--- src/rtl/param_rr_mux.sv ---
// param_rr_mux: N-channel, W-bit streaming multiplexer with valid/ready
// handshakes on every channel. The arbiter is either round-robin or fixed
// priority (lowest index wins). It drives a single registered output stage
// that can drain and refill in the same cycle.
module param_rr_mux #(
  parameter int N = 4,
  parameter int W = 8,
  localparam int SELW = $clog2(N)
) (
  input  logic              clk,
  input  logic              rst,
  input  logic              mode,
  input  logic [N*W-1:0]    in_data,
  input  logic [N-1:0]      in_valid,
  output logic [N-1:0]      in_ready,
  output logic [W-1:0]      out_data,
  output logic [SELW-1:0]   out_sel,
  output logic              out_valid,
  input  logic              out_ready
);

  logic [W-1:0]    out_data_q, out_data_d;
  logic [SELW-1:0] out_sel_q,  out_sel_d;
  logic            out_valid_q, out_valid_d;
  logic [SELW-1:0] last_q,     last_d;

  logic [N-1:0]    grant;
  logic [SELW-1:0] gnt_idx;
  logic            gnt_found;
  logic [SELW-1:0] cand;
  logic [W-1:0]    gnt_data;
  logic            load_en;
  logic            xfer;

  // Arbitration: fixed priority scans from index 0. Round-robin scans from
  // last+1 and wraps modulo N. The first valid channel found gets the grant.
  always_comb begin
    gnt_idx   = '0;
    gnt_found = 1'b0;
    cand      = '0;
    grant     = '0;
    if (mode) begin
      for (int unsigned i = 0; i < N; i++) begin
        if (!gnt_found && in_valid[i]) begin
          gnt_found = 1'b1;
          gnt_idx   = SELW'(i);
        end
      end
    end else begin
      for (int unsigned k = 1; k <= N; k++) begin
        cand = SELW'((32'(last_q) + k) % N);
        if (!gnt_found && in_valid[cand]) begin
          gnt_found = 1'b1;
          gnt_idx   = cand;
        end
      end
    end
    if (gnt_found) begin
      grant[gnt_idx] = 1'b1;
    end
  end

  // Data select from the one-hot grant. Only the granted slice is routed,
  // so in_data reaches nothing except the output register.
  always_comb begin
    gnt_data = '0;
    for (int unsigned i = 0; i < N; i++) begin
      if (grant[i]) begin
        gnt_data = in_data[i*W +: W];
      end
    end
  end

  assign load_en  = !out_valid_q | out_ready;
  assign in_ready = grant & {N{load_en & ~rst}};
  // The grant only ever covers a valid channel, so any ready bit is a transfer.
  assign xfer     = |in_ready;

  // Output stage next state: load on transfer, clear valid when drained, else hold.
  always_comb begin
    out_data_d  = out_data_q;
    out_sel_d   = out_sel_q;
    out_valid_d = out_valid_q;
    last_d      = last_q;
    if (xfer) begin
      out_data_d  = gnt_data;
      out_sel_d   = gnt_idx;
      out_valid_d = 1'b1;
      last_d      = gnt_idx;
    end else if (out_ready && out_valid_q) begin
      out_valid_d = 1'b0;
    end
  end

  // State registers. last resets to N-1 so the first round-robin grant is channel 0.
  always_ff @(posedge clk or posedge rst) begin
    if (rst) begin
      out_data_q  <= '0;
      out_sel_q   <= '0;
      out_valid_q <= 1'b0;
      last_q      <= SELW'(N - 1);
    end else begin
      out_data_q  <= out_data_d;
      out_sel_q   <= out_sel_d;
      out_valid_q <= out_valid_d;
      last_q      <= last_d;
    end
  end

  assign out_data  = out_data_q;
  assign out_sel   = out_sel_q;
  assign out_valid = out_valid_q;

endmodule
--- config.mk ---
export PLATFORM = sky130hd
export DESIGN_NAME = param_rr_mux
export DESIGN_NICKNAME = d
export VERILOG_FILES = /design/src/rtl/param_rr_mux.sv
export SDC_FILE = /design/constraint.sdc
export NUM_CORES = 1
export LEC_CHECK = 0
export ABC_AREA = 1
export CORE_AREA = 5 5 67 63
export DETAILED_ROUTE_END_ITERATION = 8
export DIE_AREA = 0 0 72 68
export DONT_BUFFER_PORTS = 1
export HOLD_SLACK_MARGIN = 0.08
export MAX_ROUTING_LAYER = met4
export PLACE_DENSITY = 0.47
export SETUP_SLACK_MARGIN = 0.15
export SLEW_MARGIN = 20
export SYNTH_ARGS = -nofsm -noshare
export SYNTH_HDL_FRONTEND = slang
export SYNTH_SLANG_ARGS = --single-unit
--- constraint.sdc ---
create_clock -name clk -period 2.11 [get_ports clk]
set_input_delay 0 -clock clk [delete_from_list [all_inputs] [get_ports clk]]
set_output_delay 0 -clock clk [all_outputs]
set_load 0.01 [all_outputs]
==> results of run 1 <==
-- flip-flops by register name, indices dropped and copies added, names as in the netlist --
| signal | cells |
|---|---|
| out_valid | 1 |
| out_sel | 2 |
| out_data | 8 |
| last_q | 2 |
-- area by class of cell --
class	instances	area, µm²
clock inverters	1	5.00
flip-flops and latches	13	328
inverters	15	58.8
multi-input cells	149	838
fillers	349	1660
clock buffers	3	41.3
well taps	46	57.6
repair buffers	55	531
-- what timing repair did --
item                                   CTS  global route
setup endpoints to repair               14            14
buffers inserted                         7             6
endpoints found under the hold margin   22             0
hold buffers                            33             0
pin swaps                                6             3
cloned                                   3             0
resized for setup                       15            24
-- worst paths after layout --
kind                                   from     endpoint  slack [ps]  cells after the start
min in group asynchronous               rst  out_data[5]         200                      3
worst min register to register  out_data[7]  out_data[7]         560                      2
worst max-delay path              last_q[0]  in_ready[2]          30                     13
worst min-delay path            in_data[10]  out_data[2]          80                      4
max in group asynchronous               rst    last_q[1]        1670                      3
worst max register to register    last_q[0]  out_data[4]          40                     16
-- synth_stat cells (all sizes together) --
| master | instances |
|---|---|
| buf | 5 |
| inv | 15 |
| dfstp | 2 |
| dfrtp | 11 |
| a31oi | 1 |
| o211ai | 1 |
| o21ai | 13 |
| nand2 | 70 |
| nor4 | 1 |
| or2 | 1 |
| nor3 | 3 |
| nand3 | 32 |
| nand4 | 2 |
| nor2 | 23 |
-- cell usage in the layout (no fill, tap or decap) --
cell type / n
nand3_1: 27
nor4_4: 1
nand3_2: 4
nand2_2: 18
nor3_1: 1
nand2_1: 51
a31oi_4: 1
inv_4: 1
clkbuf_8: 3
nand4_4: 1
buf_6: 6
nand3_4: 1
nand2_4: 3
buf_4: 15
inv_1: 7
nand4_1: 1
or2_2: 1
dfrtp_1: 11
buf_12: 1
nor2_1: 13
nor3_4: 2
inv_2: 7
nor2_2: 8
dlygate4sd3_1: 33
dfstp_2: 2
clkinv_2: 1
o211ai_1: 1
nor2_4: 2
o21ai_1: 10
o21ai_0: 3
-- worst register-to-register path: stages (launching register included) --
cell     delay [ps]
dfstp_2         600
buf_6           130
nand2_1          60
nand2_2          80
nand2_1          70
nand2_2          80
nand2_2          50
nand2_1          50
nand2_1          50
nand3_2          70
nand2_4          90
buf_4           160
nor2_4          180
nand3_1         140
nand3_2         100
nand2_1          60
nand2_1          50
-- logic make-up (layout without fill, tap and decap cells) --
group | after synthesis | after routing
AO/OA/AOI/OAI | 15 | 15
AND/OR/NAND/NOR | 132 | 134
buffers and inverters | 20 | 74
flip-flops | 13 | 13
-- per-stage QoR --
stage / instances / TNS, ps / cell area (µm²) / setup slack [ps] / hold WS (ps)
global placement: 229 / 0 / 1210 / 110 / -104
detailed placement: 229 / 0 / 1210 / 54.2 / -106
CTS: 276 / 0 / 1730 / 33.1 / 87.1
finish: 282 / 0 / 1860 / 33.8 / 81.2
floorplan: 180 / 0 / 1140 / 302 / -118
global route: 282 / -903 / 1860 / -98.9 / 136
-- layer usage --
| layer | vias to the layer above | routed length (µm) | share of wire | global-route usage |
|---|---|---|---|---|
| li1 | 697 | - | - | - |
| met1 | 650 | 1480 | 0.35 | 0.166 |
| met2 | 59 | 2380 | 0.57 | 0.341 |
| met3 | 16 | 220 | 0.053 | 0.0441 |
| met4 | 0 | 100 | 0.024 | 0.0681 |
| met5 | - | 0 | 0 | - |
-- where the power goes --
group	total, mW	switching, mW	internal (mW)
logic	1.47	0.846	0.626
clock network	0.216	0.0861	0.130
registers	0.521	0.147	0.374
total	2.21	1.08	1.13
==> out/results.md, run 1 <==
| Quantity | Value |
|---|---|
| Finish-stage setup viols | 0 |
| Slowest cell on the critical path | dfstp_2 |
| Initial antenna violation count | 0 |
| Final worst-path cycle share | 0.984 |
| Vias after detailed routing | 1422 |
| Most numerous cell on the critical path | nand2_1 |
| Distinct cell type count of the synthesized netlist | 25 |
| Via count of the first global-routing pass | 1445 |
| Crit path max-delay family | simple AND/OR/NAND/NOR gates |
| Buffers plus inverters on the worst setup path | 3 |
| Count of buffers inserted at the top-level ports | 0 |
| DRC violation count after routing | 0 |
| Number of sinks on the clock net | 13 |
| Simple-Gate Fraction of Synth Area | 0.537 |
| Chip height | 68 µm |
| Post-layout util | 0.528 |
| Outcome | finished, final reports clean |
| Required arrival time at the worst endpoint | 2110 ps |
| Total count of max-transition violations in the final report | 0 |
| Final-stage net count | 277 |
| Total power density per cell area | 1190 nW/µm² |
| Effective utilization at floorplan | 0.323 |
| Deepest level of the CTS H-tree | 1 |
| Synth Instances | 180 |
| Arrival time worst endpoint | 2080 ps |
| Xor and xnor fraction of the mapped netlist area | 0 |
| Syn Std Cell Area | 1140 µm² |
| Area enclosed by the die boundary | 4900 µm² |
| Overall routed net length | 4.18 mm |
| Wire length of the first global-routing pass | 6.49 mm |
| Overall track demand over capacity in global routing | 0.175 |
| Post-layout min period | 2080 ps |
| DRC marker count from the first detailed-route iteration | 37 |
| Worst slew margin relative to its limit | 0.794 |
| Sequential cell area fraction in the yosys report | 0.288 |
| First-pass detailed-route iteration total | 4 |
| Number of buffers on the longest clock path | 2 |
| Max-cap violation count | 0 |
| Number of ports placed on the die boundary | 55 |
| Maximum number of pins on one net before global-route repair | 20 |
| Post-Syn Nets | 220 |
| Pleak | 0.891 nW |
| Unrepaired setup endpoints after global routing | yes |
| CP Class | reg -> out |
| Antenna cell count | 0 |
| Critical path capture point type | output pin |
| Clock insertion delay at the later pin of the skew report | 240 ps |
| Clock root buffer master | clkbuf_8 |
| Post-synthesis adder-cell area fraction | 0 |
| Clock-pin slew of the registers on the worst-case setup and hold paths | 60 ps |
| Core outline area | 3520 µm² |
| Fraction of final layout cells sized beyond drive strength 1 | 0.331 |
| Synth Area in Compound Gates | 0.0824 |
| Setup crit start kind | register |
| Final Total Pwr | 2.21 mW |
| Max rail drop VDD | 0.558 mV |
| Fin Clk Skew | 6.85 ps |
| Total count of hold-check failures in the final report | 0 |
| DIE WIDTH | 72 µm |
| Clock buffer count from CTS | 3 |
| GPL Wtd Cong | 0.838 |
| Sequence of cells on the critical path | buf_6 -> nand2_1 -> nand2_2 -> nand2_1 -> nand2_2 -> nand2_2 -> nand2_1 -> nand2_1 -> nand3_2 -> nand2_4 -> buf_4 -> nor3_4 -> buf_6 |
| Average instance area after synthesis | 6.33 µm² |
| Post-DP HPWL | 2.72 mm |
| Seq cells post-synth | 13 |
| Max incr delay on CP | 600 ps |
| CTS tree | built |
| Area share of the largest cell type after synthesis | 0.242 |
| Hold crit path type | in -> reg |
| Cell accounting for the most synthesized area | dfrtp_1 |
| Routed len/inst | 14.8 µm |
| Residual overflow from global routing | 0 |
| Synthesis Warnings | 0 |
| Maximum fanout count along the critical path | 7 |
| Row cnt | 21 |
| Antenna viol nets, final | 0 |
| Combinational family with the most area after synthesis | simple AND/OR/NAND/NOR gates |
| Fraction of synthesized area in multiplexers | 0 |
| Number of vias per cell | 5.04 |
| Maximum frequency from static timing analysis | 482 MHz |
| Slew at the pin closest to its max-slew limit | 309 ps |
| Main area contributors after synthesis | dfrtp_1 24%, nand2_1 20%, nand3_1 13%, nor2_1 6.9%, dfstp_2 4.6% |
| Synthesis-to-layout area growth | 63.3% |
Note: power is estimated with default switching activity, not from simulation.
==> inputs of run 2 (changes only) <==
- SETUP_SLACK_MARGIN: 0.15 -> not set
==> out/results.md, run 2 (same netlist as run 1, synthesis figures left out) <==
| Quantity | Value | Change |
|---|---|---|
| Max-cap violation count | 0 | unchanged |
| Setup crit start kind | register | unchanged |
| Clock insertion delay at the later pin of the skew report | 240 ps | about the same |
| Final-stage net count | 271 | was 277 |
| Antenna cell count | 0 | unchanged |
| Number of vias per cell | 4.91 | was 5.04 |
| Worst slew margin relative to its limit | 0.791 | was 0.794 |
| Deepest level of the CTS H-tree | 1 | unchanged |
| Clock buffer count from CTS | 3 | unchanged |
| Maximum frequency from static timing analysis | 480 MHz | was 482 MHz |
| DRC violation count after routing | 0 | unchanged |
| First-pass detailed-route iteration total | 4 | unchanged |
| Total power density per cell area | 1170 nW/µm² | was 1190 nW/µm² |
| Fin Clk Skew | 6.76 ps | was 6.85 ps |
| Max incr delay on CP | 610 ps | was 600 ps |
| Fraction of final layout cells sized beyond drive strength 1 | 0.304 | was 0.331 |
| Max FFs per register | 8 | unchanged |
| Vias after detailed routing | 1355 | was 1422 |
| Post-layout util | 0.518 | was 0.528 |
| Clock root buffer master | clkbuf_8 | unchanged |
| Leading cell types in the layout, fill and taps excluded | 50 x nand2_1, 33 x dlygate4sd3_1, 23 x nand3_1 | was 51 x nand2_1, 33 x dlygate4sd3_1, 27 x nand3_1 |
| Unrepaired setup endpoints after global routing | yes | unchanged |
| Post-DP HPWL | 2.72 mm | unchanged |
| Most numerous cell on the critical path | nand2_2 | was nand2_1 |
| CTS tree | built | unchanged |
| Maximum fanout count along the critical path | 10 | was 7 |
| FF-to-FF setup slack | 30 ps | was 40 ps |
| Residual overflow from global routing | 0 | unchanged |
| Overall track demand over capacity in global routing | 0.166 | was 0.175 |
| Hold crit path type | in -> reg | unchanged |
| Reg2reg start | last_q[0] | unchanged |
| Required arrival time at the worst endpoint | 2110 ps | about the same |
| Initial antenna violation count | 0 | unchanged |
| Outcome | finished, final reports clean | unchanged |
| Sequence of cells on the critical path | inv_4 -> nand2_1 -> nand2_2 -> nand2_2 -> nand2_2 -> inv_2 -> nand3_1 -> nand3_2 -> nand2_4 -> buf_8 -> nor4_4 -> buf_4 | was buf_6 -> nand2_1 -> nand2_2 -> nand2_1 -> nand2_2 -> nand2_2 -> nand2_1 -> nand2_1 -> nand3_2 -> nand2_4 -> buf_4 -> nor3_4 -> buf_6 |
| Hold depth | 4 | unchanged |
| Number of buffers on the longest clock path | 2 | unchanged |
| Slowest cell on the critical path | dfstp_2 | unchanged |
| Slew at the pin closest to its max-slew limit | 313 ps | was 309 ps |
| Effective utilization at floorplan | 0.323 | unchanged |
| Antenna viol nets, final | 0 | unchanged |
| Finish-stage setup viols | 0 | unchanged |
| Total count of hold-check failures in the final report | 0 | unchanged |
| Area enclosed by the die boundary | 4900 µm² | unchanged |
| Startpoint of the most critical hold path | in_data[10] | unchanged |
| Final worst-path cycle share | 0.988 | was 0.984 |
| Number of sinks on the clock net | 13 | unchanged |
| Endpoint of the worst hold-timing path | out_data[2] | unchanged |
| Wire length of the first global-routing pass | 6.16 mm | was 6.49 mm |
| Max rail drop VDD | 0.532 mV | was 0.558 mV |
| Critical path capture point type | output pin | unchanged |
| Synthesis-to-layout area growth | 60.2% | was 63.3% |
| Post-layout min period | 2080 ps | about the same |
| Worst r2r path cells | 15 | was 16 |
| Routed len/inst | 14.2 µm | was 14.8 µm |
| Clock-pin slew of the registers on the worst-case setup and hold paths | 60 ps | about the same |
| Maximum number of pins on one net before global-route repair | 20 | unchanged |
| Worst hold margin | 48.3 ps | was 81.2 ps |
| Pleak | 0.873 nW | was 0.891 nW |
| Overall routed net length | 3.92 mm | was 4.18 mm |
| Via count of the first global-routing pass | 1360 | was 1445 |
| DRC marker count from the first detailed-route iteration | 68 | was 37 |
| CP Class | reg -> out | unchanged |
| Final Total Pwr | 2.14 mW | was 2.21 mW |
| Arrival time worst endpoint | 2080 ps | about the same |
| Row cnt | 21 | unchanged |
| GPL Wtd Cong | 0.838 | unchanged |
| Chip height | 68 µm | unchanged |
| Leading cell type in the layout, fill and taps excluded | nand2_1 | unchanged |
| DIE WIDTH | 72 µm | unchanged |
| Worst reg2reg endpoint | out_data[4] | unchanged |
| Count of buffers inserted at the top-level ports | 0 | unchanged |
| Total count of max-transition violations in the final report | 0 | unchanged |
| Number of ports placed on the die boundary | 55 | unchanged |
| Core outline area | 3520 µm² | unchanged |
-- run 2: cell count changes in the layout (fill, tap and decap cells not counted), moves of 2 or more --
cell	previous run	this run
buf_4	15	12
buf_6	6	4
nand3_1	27	23
nand3_2	4	8
nor2_1	13	20
nor2_2	8	1
-- run 2: routing by layer --
metal | GRT usage | vias up | wire (µm)
met5 | - | - | 0
met4 | 0.0540 | 0 | 133
met3 | 0.0396 | 12 | 181
met2 | 0.322 | 47 | 2170
met1 | 0.165 | 610 | 1440
li1 | - | 686 | -
-- run 2: through the flow --
step,area (µm²),cells,worst slack [ps],TNS [ps]
after floorplan,1140,180,302,0
after global placement,1210,229,110,0
after detailed placement,1210,229,54.2,0
after CTS,1640,269,7.59,0
after global routing,1820,276,-112,-799
final,1820,276,25.3,0
-- run 2: worst max path at each step --
stage                     startpoint           to  cells past startpoint
after global routing       last_q[0]  out_data[2]                     16
final                      last_q[0]  in_ready[0]                     12
after CTS                  last_q[0]  in_ready[0]                     13
after global placement     last_q[0]  out_data[4]                     15
after detailed placement   last_q[0]  out_data[2]                     13
after floorplan            last_q[0]  in_ready[0]                     12
-- run 2: worst max-delay path: cells and delay by family, from the launching register on --
kind / cells / cell delay [ps]
DFF: 1 / 610
and+or+nand+nor: 8 / 800
buffers and inverters: 4 / 430
-- run 2: where the power goes --
group          internal (mW)  switching [mW]
logic                  0.587           0.812
registers              0.374           0.150
clock network          0.130          0.0857
total                   1.09            1.05
-- run 2: repair_timing --
| action | CTS | global route |
|---|---|---|
| hold buffers | 33 | 0 |
| endpoints found under the setup margin | 3 | 14 |
| pin swaps | 0 | 5 |
| endpoints found under the hold margin | 22 | 0 |
| setup buffers | 3 | 7 |
| resized for setup | 7 | 29 |
-- run 2: cell type report --
| type | instances | area [µm²] |
|---|---|---|
| fill | 353 | 1700 |
| multi-input combinational | 147 | 833 |
| timing repair buffer | 51 | 500 |
| sequential | 13 | 328 |
| inverter | 15 | 58.8 |
| tap | 46 | 57.6 |
| clock buffer | 3 | 41.3 |
| clock inverter | 1 | 5.00 |
